==> src/rtl/cavlc_pkg.sv <==
// Shared definitions for the CAVLC coefficient statistics block.
//   RES_WIDTH        default signed residual coefficient width
//   BLK_DC/AC/4x4    legal block lengths (chroma DC, AC, full 4x4)
//   state_t          scan controller state encoding
//   eff_block_len()  maps any block_len onto a legal length (unknown -> 16)
package cavlc_pkg;

  localparam int RES_WIDTH = 16;

  localparam logic [4:0] BLK_DC  = 5'd4;
  localparam logic [4:0] BLK_AC  = 5'd15;
  localparam logic [4:0] BLK_4x4 = 5'd16;

  typedef enum logic [1:0] {
    IDLE = 2'd0,
    SCAN = 2'd1,
    DONE = 2'd2
  } state_t;

  function automatic logic [4:0] eff_block_len(input logic [4:0] len);
    logic [4:0] eff;
    case (len)
      BLK_DC, BLK_AC, BLK_4x4: eff = len;
      default:                 eff = BLK_4x4;
    endcase
    return eff;
  endfunction

endpackage

==> src/rtl/cavlc_lane_classify.sv <==
// Combinational classifier for one residual coefficient lane.
//   coeff  signed coefficient (two's complement, RES_WIDTH bits)
//   nz     coefficient is nonzero
//   one    coefficient is +1 or -1
//   neg    sign bit of the coefficient (1 = negative)
module cavlc_lane_classify #(
  parameter int RES_WIDTH = 16
) (
  input  logic [RES_WIDTH-1:0] coeff,
  output logic                 nz,
  output logic                 one,
  output logic                 neg
);

  localparam logic [RES_WIDTH-1:0] PLUS_ONE = {{(RES_WIDTH-1){1'b0}}, 1'b1};

  assign nz  = |coeff;
  // -1 is the all-ones pattern in two's complement.
  assign one = (coeff == PLUS_ONE) || (&coeff);
  assign neg = coeff[RES_WIDTH-1];

endmodule

==> src/rtl/cavlc_coeff_stats.sv <==
// CAVLC coefficient statistics for one residual block.
// Coefficients arrive LANES per beat in reverse zig-zag order; at the end of
// the block the totals are registered and done pulses for one cycle.
//   clk, rst_n    clock, asynchronous active-low reset
//   start         begin a block scan (sampled in IDLE only)
//   block_len     coefficient count 4/15/16, latched with start (others -> 16)
//   coeff_vld     beat qualifier; low in SCAN stalls the scan
//   coeff_data    LANES coefficients, lane 0 (LSBs) first in scan order
//   busy          high while scanning
//   done          one-cycle pulse when results update
//   total_coeff   nonzero coefficient count
//   trail_ones    trailing +-1 count, saturated at 3
//   t1_signs      signs of the first three trailing ones (1 = negative)
//   total_zeros   zeros following the first nonzero in scan order
// LANES must be 1, 2 or 4.
module cavlc_coeff_stats #(
  parameter int RES_WIDTH = cavlc_pkg::RES_WIDTH,
  parameter int LANES     = 2
) (
  input  logic                         clk,
  input  logic                         rst_n,
  input  logic                         start,
  input  logic [4:0]                   block_len,
  input  logic                         coeff_vld,
  input  logic [LANES*RES_WIDTH-1:0]   coeff_data,
  output logic                         busy,
  output logic                         done,
  output logic [4:0]                   total_coeff,
  output logic [1:0]                   trail_ones,
  output logic [2:0]                   t1_signs,
  output logic [4:0]                   total_zeros
);

  import cavlc_pkg::*;

  state_t state_q, state_n;

  logic [4:0] len_q;        // effective block length
  logic [4:0] last_beat_q;  // index of the final beat of this block
  logic [4:0] beat_q;

  logic [4:0] nz_q,    nz_n;
  logic [4:0] zeros_q, zeros_n;
  logic [1:0] t1_q,    t1_n;
  logic [2:0] signs_q, signs_n;
  logic       chain_q, chain_n;  // trailing-ones chain still open
  logic       seen_q,  seen_n;   // a nonzero has been seen this block

  logic [LANES-1:0] lane_nz, lane_one, lane_neg;
  logic             last_beat;
  logic             accept;

  genvar g;
  generate
    for (g = 0; g < LANES; g++) begin : g_lane
      cavlc_lane_classify #(.RES_WIDTH(RES_WIDTH)) u_classify (
        .coeff (coeff_data[g*RES_WIDTH +: RES_WIDTH]),
        .nz    (lane_nz[g]),
        .one   (lane_one[g]),
        .neg   (lane_neg[g])
      );
    end
  endgenerate

  assign last_beat = (beat_q == last_beat_q);
  assign accept    = (state_q == SCAN) && coeff_vld;
  assign busy      = (state_q == SCAN);
  assign done      = (state_q == DONE);

  // NOTE: sequential state uses non-blocking assignments so every register
  // samples the pre-edge values of its inputs.
  always_ff @(posedge clk or negedge rst_n) begin
    if (!rst_n) state_q <= IDLE;
    else        state_q <= state_n;
  end

  // NOTE: every output of a combinational block gets a default first, so no
  // path leaves a value unassigned and no latch is inferred.
  always_comb begin
    state_n = state_q;
    case (state_q)
      IDLE:    if (start) state_n = SCAN;
      SCAN:    if (coeff_vld && last_beat) state_n = DONE;
      DONE:    state_n = IDLE;
      default: state_n = IDLE;
    endcase
  end

  // Lane chain for the current beat. Lanes are walked in scan order so that a
  // large coefficient in lane 0 closes the trailing-ones chain for lane 1.
  logic [6:0] lane_idx;
  logic [2:0] t1_wide;

  always_comb begin
    nz_n     = nz_q;
    zeros_n  = zeros_q;
    t1_n     = t1_q;
    signs_n  = signs_q;
    chain_n  = chain_q;
    seen_n   = seen_q;
    lane_idx = '0;
    t1_wide  = '0;
    // NOTE: blocking assignments here are deliberate: each lane iteration
    // must see the updates made by the lanes before it within the same beat.
    for (int l = 0; l < LANES; l++) begin
      lane_idx = 7'(beat_q) * 7'(LANES) + 7'(l);
      if (lane_idx < 7'(len_q)) begin
        if (lane_nz[l]) begin
          nz_n   = nz_n + 5'd1;
          seen_n = 1'b1;
          if (chain_n) begin
            if (lane_one[l]) begin
              case (t1_n)
                2'd0:    signs_n[0] = lane_neg[l];
                2'd1:    signs_n[1] = lane_neg[l];
                2'd2:    signs_n[2] = lane_neg[l];
                default: ;
              endcase
              t1_wide = {1'b0, t1_n} + 3'd1;
              t1_n    = (t1_wide > 3'd3) ? 2'd3 : t1_wide[1:0];
            end else begin
              chain_n = 1'b0;
            end
          end
        end else if (seen_n) begin
          zeros_n = zeros_n + 5'd1;
        end
      end
    end
  end

  always_ff @(posedge clk or negedge rst_n) begin
    if (!rst_n) begin
      len_q       <= '0;
      last_beat_q <= '0;
      beat_q      <= '0;
      nz_q        <= '0;
      zeros_q     <= '0;
      t1_q        <= '0;
      signs_q     <= '0;
      chain_q     <= 1'b0;
      seen_q      <= 1'b0;
      total_coeff <= '0;
      trail_ones  <= '0;
      t1_signs    <= '0;
      total_zeros <= '0;
    end else begin
      if ((state_q == IDLE) && start) begin
        len_q       <= eff_block_len(block_len);
        last_beat_q <= 5'((int'(eff_block_len(block_len)) + LANES - 1) / LANES - 1);
        beat_q      <= '0;
        nz_q        <= '0;
        zeros_q     <= '0;
        t1_q        <= '0;
        signs_q     <= '0;
        chain_q     <= 1'b1;
        seen_q      <= 1'b0;
      end else if (accept) begin
        beat_q  <= beat_q + 5'd1;
        nz_q    <= nz_n;
        zeros_q <= zeros_n;
        t1_q    <= t1_n;
        signs_q <= signs_n;
        chain_q <= chain_n;
        seen_q  <= seen_n;
        if (last_beat) begin
          total_coeff <= nz_n;
          trail_ones  <= t1_n;
          t1_signs    <= signs_n;
          total_zeros <= zeros_n;
        end
      end
    end
  end

endmodule

==> config.mk <==
export PLATFORM = sky130hd
export DESIGN_NAME = cavlc_coeff_stats
export DESIGN_NICKNAME = d
export VERILOG_FILES = /design/src/rtl/cavlc_pkg.sv /design/src/rtl/cavlc_lane_classify.sv /design/src/rtl/cavlc_coeff_stats.sv
export SDC_FILE = /design/constraint.sdc
export NUM_CORES = 1
export LEC_CHECK = 0
export BUFFER_PORTS_ARGS = -buffer_cell sky130_fd_sc_hd__buf_2
export CORE_ASPECT_RATIO = 1.1
export CORE_MARGIN = 2
export CORE_UTILIZATION = 45
export CTS_CLUSTER_SIZE = 28
export DETAILED_ROUTE_END_ITERATION = 8
export PLACE_DENSITY = 0.67
export SYNTH_ARGS = -nofsm -noshare
export SYNTH_HDL_FRONTEND = slang
export SYNTH_HIERARCHICAL = 1
export SYNTH_SLANG_ARGS = --single-unit
==> constraint.sdc <==
create_clock -name clk -period 5.5 [get_ports clk]
set_input_delay 1.1 -clock clk [delete_from_list [all_inputs] [get_ports clk]]
set_output_delay 1.1 -clock clk [all_outputs]
set_load 0.02 [all_outputs]
==> After elaboration in Yosys (flattened, before gate mapping) <==
Cells that the tools add are included.
{ "word_totals": {"register_bits": 49, "elab_cells": 127, "out_inout_bits": 17, "in_bits": 41} }
{ "op_classes": {"order_cmp": 4, "add_sub_neg": 12, "n_eq_ne": 14, "bitwise_logic": 2, "muxes": 65, "n_reduce_logical": 16} }
{ "op_table": {"columns": ["operator", "n"], "rows": [
  ["$mux 5", 18],
  ["$eq 16x1->1 const B", 2],
  ["$reduce_and 16->1", 2],
  ["$reduce_or 16->1", 2],
  ["$mux 3", 10],
  ["$mux 2", 14],
  ["$add 5x1->5 const B", 5],
  ["$mux 1", 22],
  ["$add 6x1->7 const B", 1],
  ["$lt 7x5->1", 1],
  ["$sub 6x1->7 const B", 1],
  ["$add 2x1->3 const B", 2],
  ["$add 5x2->6 const B", 1],
  ["$eq 2x1->1 const B", 3],
  ["$eq 2x2->1 const B", 3],
  ["$gt 3x2->1 const B", 2],
  ["$logic_not 2->1", 3],
  ["$lt 6x5->1", 1],
  ["$add 5x1->5", 1],
  ["$eq 5x3->1 const B", 1],
  ["$eq 5x4->1 const B", 1],
  ["$eq 5x5->1", 1],
  ["$eq 5x5->1 const B", 1],
  ["$sub 5x2->5 const B", 1],
  ["other kinds (11)", 14]
]} }

==> Logic depth before layout (Yosys ltp) <==
Gate-level depths: netlist of the first run.
{ "logic_depth": {"word_depth": 16, "ltp_mapped": 13, "depth_no_buf": 12} }

==> Hierarchy <==
The synthesis of the first run kept the hierarchy.
{ "by_module_without_submodules": {"columns": ["mod", "area_each_um2", "cells_per_inst", "n_inst", "seq_area_each_um2"], "rows": [
  ["cavlc_coeff_stats", 3026.7, 327, 1, 1226.2],
  ["cavlc_lane_classify", 87.6, 13, 2, 0.0]
]} }

==> Least setup slack after synthesis of the first run <==
Ideal clock, no wire load.
{ "synth_timing": {"path_kind": "input-to-reg", "from": "input coeff_data[1]", "to": "register nz_q[4]", "t_required_ns": 5.418, "setup_ns": 0.082, "cell_stages": 12, "t_arrival_ns": 3.469, "path_buffers": 1, "slack_ns": 1.949, "path_cell_list": "or4_1 -> nor2_1 -> nand4b_1 -> buf_6 -> nand3_4 -> mux2_4 -> ha_1 -> nand3_1 -> a21oi_1 -> a211o_1 -> or2_0 -> a31oi_1"} }
{ "synth_between": {"elab_chain_len": 8} }
{ "synth_rtl": {"columns": ["element", "line_no", "source"], "rows": [
  ["start, declared", "cavlc_coeff_stats.sv:25", "input logic [LANES*RES_WIDTH-1:0] coeff_data,"],
  ["$reduce_or 16->1 (*)", "cavlc_lane_classify.sv:17", "assign nz = |coeff;"],
  ["net lane_nz[0]", "cavlc_coeff_stats.sv:49", "logic [LANES-1:0] lane_nz, lane_one, lane_neg;"],
  ["$mux 5 (*)", "cavlc_coeff_stats.sv:108", "if (lane_nz[l]) begin"],
  ["$mux 5 (*)", "cavlc_coeff_stats.sv:107", "if (lane_idx < 7'(len_q)) begin"],
  ["$add 5x1->5", "cavlc_coeff_stats.sv:109", "nz_n = nz_n + 5'd1;"],
  ["$mux 5", "cavlc_coeff_stats.sv:108", null],
  ["$mux 5 (*)", "cavlc_coeff_stats.sv:107", null],
  ["$mux 5 (*)", "cavlc_coeff_stats.sv:158", "end else if (accept) begin"],
  ["$mux 5 (*)", "cavlc_coeff_stats.sv:148", "if ((state_q == IDLE) && start) begin"],
  ["end signal, assigned", "cavlc_coeff_stats.sv:160", "nz_q <= nz_n;"],
  ["end, declared", "cavlc_coeff_stats.sv:42", "logic [4:0] nz_q, nz_n;"]
]} }
Mark *: on every way through the listed nets, which the timed path passes. The rest lies on a longest branch. The select of a mux whose other input is x is not followed.
A chain may end at the register's enable or synchronous reset.

==> Final worst setup path of the first run <==
{ "layout_timing": {"from": "input coeff_data[1]", "to": "register zeros_q[2]"} }
{ "layout_between": {"elab_chain_len": 9, "word_cells_on_any_way": 11, "cone_classes": "add/sub (1); mux (9); reduce/logical (1)"} }
{ "layout_rtl": {"columns": ["element", "line_no", "source"], "rows": [
  ["$reduce_or 16->1 (*)", "cavlc_lane_classify.sv:17", null],
  ["net lane_nz[0]", "cavlc_coeff_stats.sv:49", null],
  ["$mux 5", "cavlc_coeff_stats.sv:108", null],
  ["$mux 5", "cavlc_coeff_stats.sv:107", null],
  ["$add 5x1->5", "cavlc_coeff_stats.sv:126", "zeros_n = zeros_n + 5'd1;"],
  ["$mux 5", "cavlc_coeff_stats.sv:125", "end else if (seen_n) begin"],
  ["$mux 5", "cavlc_coeff_stats.sv:108", null],
  ["$mux 5 (*)", "cavlc_coeff_stats.sv:107", null],
  ["$mux 5 (*)", "cavlc_coeff_stats.sv:158", null],
  ["$mux 5 (*)", "cavlc_coeff_stats.sv:148", null],
  ["end signal, assigned", "cavlc_coeff_stats.sv:161", "zeros_q <= zeros_n;"],
  ["end, declared", "cavlc_coeff_stats.sv:43", "logic [4:0] zeros_q, zeros_n;"]
]} }
Marks and branches as above.

==> flow_metrics.tcl, run 1 <==
set metrics [dict create \
    status "finished, final reports clean" \
    synth_edf_count 0 \
    clkTransAtPathRegs_ns 0.09 \
    leakage_nw 1.68 \
    drt_pass1_iterations 7 \
    finalSetupViolCount 0 \
    grt_overflow 0 \
    final_cells 489 \
    fp.dieArea_um2 7810 \
    wire_per_inst_um 14.1 \
    yosysSeqAreaShare 0.383 \
    synth_async_sr_flop_share 1.00 \
    fin_area_um2 3570 \
    critPathMaxFanout 8 \
    syn2layout_area_growth_pct 11.6 \
    power_frac_seq 0.409 \
    coreArea_um2 6970 \
    crit_path_start_kind "input pin" \
    switchingPower_w 0.000490 \
    final_cell_mix "57 x buf_2, 55 x nand2_1, 49 x dfrtp_1" \
    gp_congestion 0.848 \
    crit_path_end_kind "flop" \
    cts.repair.resized 0 \
    dpl.cell_count 482 \
    clkPwrFrac 0.173 \
    diodes 0 \
    ys_warn_count 6 \
    ios 58 \
    dpl.hpwl_mm 5.29 \
    drc 0 \
    post-cts-setup-buffers 0 \
    fin_skew_ns 0.00777 \
    clk_path_buf_depth 2 \
    synthFlopType "dfrtp_1" \
    cts_tree "built" \
    antenna_left 0 \
    p_int_w 0.000740 \
    grt_pass1_wl_mm 12.1 \
    row_count 32 \
    die_w_um 84.4 \
    cts_buffers 5 \
    drtIter0Drc 143 \
    syn_nets 406 \
    synth_area_um2 3200 \
    setup_tns_ns 0 \
    min_path_type "flop to flop" \
    tightest_slew_ns 0.659 \
    htree_num_levels 2 \
    syn_area_per_cell_um2 9.07 \
    antenna_found_initial 0 \
    ctsHoldBuffers 0 \
    final_common_cell "buf_2" \
    place_area_um2 3490 \
    peakVddDrop_v 0.000256 \
    crit_required_ns 5.72 \
    crit_type "input pin to flop" \
    drv_slew 0 \
    maxClockFrequency_mhz 260 \
    wl_mm 6.87 \
    arrival_ns 4.07 \
    grt_usage 0.186 \
    vias 2689 \
    drive_above_1_share 0.220 \
    ys_ff_latch 49 \
    slew_headroom 0.559 \
    hold_viol 0 \
    final.min_clock_period_ns 3.85 \
    netSwitchingFraction 0.398 \
    power_frac_comb 0.418 \
    cts_root_buffer "clkbuf_8" \
    fin_crit_sh 0.700 \
    fp.dieH_um 92.5 \
    grt_pass1_vias 2588 \
    viasPerCell 5.50 \
    hold_slack_ns 0.474 \
    place.port_buffers 57 \
    syn_inst 353 \
    ys_types 63 \
    utilization 0.513 \
    clock_sinks 49 \
    worst_skew_pair.late_latency_ns 0.30 \
    fin_nets 457 \
    grt_setup_unrepaired "false" \
    start_util 0.460 \
    grt_max_degree 50 \
    drv_cap 0 \
    power.density_nw_per_um2 344 \
]
-- critical path, stage by stage --
cell and delay, ns:
buf_2 0.10, or4_1 0.50, nor2_1 0.16, nand4b_1 0.43, and2b_2 0.39, nand3_2 0.16
mux2_2 0.36, ha_1 0.20, nand2_1 0.09, xor2_1 0.11, or2_2 0.29, a31oi_1 0.17
-- cells by family (layout without fill, tap and decap cells) --
| family | count (synthesis) | in the layout | share of synthesized area |
|---|---|---|---|
| and+or+nand+nor | 148 | 148 | 0.248 |
| AOI/OAI and AO/OA | 76 | 76 | 0.154 |
| DFF | 49 | 49 | 0.383 |
| buffers and inverters | 30 | 81 | 0.0567 |
| xor gates and xnor gates | 28 | 28 | 0.0766 |
| adders and majority gates | 12 | 12 | 0.0469 |
| muxes | 10 | 10 | 0.0348 |
-- registers in the layout, indices dropped and copies added (netlist names) --
register	count
t1_q	2
beat_q	5
total_zeros	5
signs_q	3
last_beat_q	5
trail_ones	2
chain_q	1
len_q	5
zeros_q	5
seen_q	1
total_coeff	5
state_q	2
t1_signs	3
nz_q	5
-- through the flow --
| stage | setup WS (ns) | total power (W) |
|---|---|---|
| 2_1_floorplan | 1.95 | 0.000899 |
| 3_3_place_gp | 1.48 | 0.00101 |
| 3_5_place_dp | 1.33 | 0.00103 |
| 4_1_cts | 1.67 | 0.00125 |
| 5_1_grt | 1.48 | 0.00134 |
| 6_report | 1.65 | 0.00123 |
-- final cells by class --
| class | instances | area (µm²) |
|---|---|---|
| Fill cell | 697 | 3390 |
| Multi-Input combinational cell | 274 | 1790 |
| Sequential cell | 49 | 1230 |
| Timing Repair Buffer | 60 | 308 |
| Tap cell | 85 | 106 |
| Clock buffer | 7 | 86.3 |
| Inverter | 14 | 52.6 |
-- path summary, 6_finish.rpt --
kind                                                 start                          to  slack (ns)  cells after the start
worst max-delay path                         coeff_data[1]      zeros_q[2]$_DFFE_PN0P_        1.65                     12
worst min-delay path            total_zeros[1]$_DFFE_PN0P_  total_zeros[1]$_DFFE_PN0P_        0.47                      2
worst max register to register       beat_q[0]$_DFFE_PN0P_         nz_q[4]$_DFFE_PN0P_        2.33                     11
worst min register to register  total_zeros[1]$_DFFE_PN0P_  total_zeros[1]$_DFFE_PN0P_        0.47                      2
max in group asynchronous                            rst_n      zeros_q[3]$_DFFE_PN0P_        4.18                      2
min in group asynchronous                            rst_n     t1_signs[1]$_DFFE_PN0P_        0.90                      2
-- layer usage --
| metal | track usage | vias up | part of all wire |
|---|---|---|---|
| met4 | 0.0384 | 0 | 0.0083 |
| met5 | 0 | - | 0 |
| met3 | 0.0321 | 8 | 0.030 |
| met1 | 0.238 | 1267 | 0.45 |
| met2 | 0.332 | 51 | 0.51 |
| li1 | - | 1363 | - |
-- power by group through the flow --
stage / logic, W / clock network (W) / registers, W
2_1_floorplan: 0.000382 / 0 / 0.000517
3_3_place_gp: 0.000506 / 0 / 0.000508
3_5_place_dp: 0.000520 / 0 / 0.000512
4_1_cts: 0.000522 / 0.000219 / 0.000505
5_1_grt: 0.000588 / 0.000237 / 0.000517
6_report: 0.000515 / 0.000212 / 0.000503
-- cell usage after synthesis, drive strengths merged, types with 5 or more instances --
cell     n  area, µm²
nor2    17       63.8
clkbuf  11       71.3
a21oi    9       45.0
o21ai   38        194
dfrtp   49       1230
nor4     8       56.3
buf      5       57.6
or4      6       48.8
inv     14       52.6
nand3   12       77.6
nand2   55        206
ha      12        150
xor2    13        114
a31oi    5       31.3
xnor2   15        131
nor3     8       40.0
mux2     6       71.3
nand4   16        115
No activity file was read; power rests on OpenSTA's default activity.
==> inputs of run 2 (changes only) <==
- PLACE_DENSITY: 0.67 -> 0.69
- clock period: 5.5 -> 3.2 ns (I/O delays scaled with it)
==> flow_metrics.tcl, run 2 (same netlist as run 1, synthesis figures left out) <==
set metrics [dict create \
    fp.dieH_um 92.5 \
    cts_root_buffer "clkbuf_8" \
    clock_sinks 49 \
    drv_cap 0 \
    clkPwrFrac 0.201 \
    grt_overflow 0 \
    power_frac_comb 0.422 \
    ios 58 \
    min_path_type "input pin to async pin" \
    hold_viol 0 \
    slew_headroom 0.566 \
    viasPerCell 5.53 \
    arrival_ns 3.17 \
    power_frac_seq 0.377 \
    final.min_clock_period_ns 3.00 \
    p_int_w 0.00142 \
    fin_nets 472 \
    slowest_stage "or4_1" \
    finalSetupViolCount 0 \
    crit_family "simple AND/OR/NAND/NOR gates" \
    status "finished, final reports clean" \
    crit_path_start_kind "input pin" \
    grt_pass1_wl_mm 12.7 \
    final_cells 505 \
    critPathBufInv 2 \
    fp.dieArea_um2 7810 \
    grt_pass1_vias 2832 \
    critPathMaxFanout 5 \
    clkTransAtPathRegs_ns 0.09 \
    grt_max_degree 50 \
    crit_type "input pin to flop" \
    place.port_buffers 57 \
    cts_buffers 5 \
    maxClockFrequency_mhz 334 \
    power.density_nw_per_um2 617 \
    netSwitchingFraction 0.382 \
    final_cell_mix "57 x buf_2, 55 x nand2_1, 49 x dfrtp_1" \
    drc 0 \
    final_common_cell "buf_2" \
    cts_tree "built" \
    wl_mm 7.03 \
    fin_area_um2 3720 \
    power_w 0.00229 \
    peakVddDrop_v 0.000368 \
    tightest_slew_ns 0.648 \
    die_w_um 84.4 \
    fin_skew_ns 0.00969 \
    leakage_nw 1.76 \
    worst_skew_pair.late_latency_ns 0.30 \
    dpl.cell_count 497 \
    drt_pass1_iterations 4 \
    hold_slack_ns 0.432 \
    setup_tns_ns 0 \
    place_area_um2 3600 \
    drv_slew 0 \
    fillers 665 \
    row_count 32 \
    drive_above_1_share 0.250 \
    post-cts-setup-buffers 0 \
    drtIter0Drc 127 \
    antenna_left 0 \
    antenna_found_initial 0 \
    ctsHoldBuffers 0 \
    max_stage_delay_ns 0.52 \
    critical_path.cell_chain "buf_2, or4_1, nor2_1, nand4b_1, buf_4, and2b_2, nand3_2, mux2_2, ha_1, nand2_1, xor2_1, xnor2_1, o21ai_0" \
    vias 2795 \
    start_util 0.460 \
    cts.repair.resized 0 \
    grt_usage 0.195 \
    htree_num_levels 2 \
    wire_per_inst_um 13.9 \
    syn2layout_area_growth_pct 16.1 \
    fin_crit_sh 0.936 \
    clk_path_buf_depth 2 \
    diodes 0 \
    coreArea_um2 6970 \
    grt_setup_unrepaired "false" \
    dpl.hpwl_mm 5.37 \
    crit_required_ns 3.38 \
    crit_path_end_kind "flop" \
    switchingPower_w 0.000875 \
    gp_congestion 0.823 \
]
==> run 2: worst paths after layout <==
path	from	to	slack, ns	depth (start not counted)
min	rst_n	t1_signs[1]$_DFFE_PN0P_	0.43	2
max	coeff_data[1]	total_zeros[2]$_DFFE_PN0P_	0.20	13
max in group asynchronous	rst_n	zeros_q[1]$_DFFE_PN0P_	2.34	2
max reg2reg	beat_q[3]$_DFFE_PN0P_	total_zeros[2]$_DFFE_PN0P_	0.38	11
min in group clk	total_zeros[1]$_DFFE_PN0P_	total_zeros[1]$_DFFE_PN0P_	0.47	2
min reg2reg	total_zeros[1]$_DFFE_PN0P_	total_zeros[1]$_DFFE_PN0P_	0.47	2
==> run 2: cell type report <==
class                           instances  area, µm²  share of cell area
Timing Repair Buffer                   75        420               0.113
Inverter                               14       52.6              0.0141
Tap cell                               85        106              0.0286
Clock inverter                          1       30.0             0.00808
Sequential cell                        49       1230               0.330
Clock buffer                            7       86.3              0.0232
Multi-Input combinational cell        274       1790               0.483
==> run 2: worst register-to-register path: stages (launching register included) <==
cell and delay, ns:
dfrtp_1 0.44, ha_1 0.35, nand4b_1 0.16, o21bai_2 0.26, buf_4 0.20, nand3_2 0.13
mux2_2 0.36, ha_1 0.19, nand2_1 0.10, xor2_1 0.27, xnor2_1 0.15, o21ai_0 0.09
==> run 2: power groups by stage <==
| stage | Sequential (W) | Combinational (W) | Clock [W] |
|---|---|---|---|
| 4_1_cts | 0.000865 | 0.000977 | 0.000474 |
| 3_3_place_gp | 0.000874 | 0.000947 | 0 |
| 3_5_place_dp | 0.000878 | 0.000974 | 0 |
| 5_1_grt | 0.000887 | 0.00110 | 0.000499 |
| 6_report | 0.000863 | 0.000967 | 0.000461 |
| 2_1_floorplan | 0.000889 | 0.000656 | 0 |
==> run 2: per-layer routing <==
layer | global-route usage | up-vias | wire length [µm]
li1 | - | 1394 | -
met2 | 0.362 | 45 | 3610
met5 | 0 | - | 0
met4 | 0.0503 | 0 | 91
met3 | 0.0321 | 10 | 221
met1 | 0.232 | 1346 | 3110
==> run 2: metrics by stage <==
stage / utilization / setup WS, ns
6_report: 0.533 / 0.205
5_1_grt: 0.533 / 0.0119
4_1_cts: 0.533 / 0.205
3_5_place_dp: 0.517 / -0.0864
3_3_place_gp: 0.517 / -0.0189
2_1_floorplan: - / 0.109
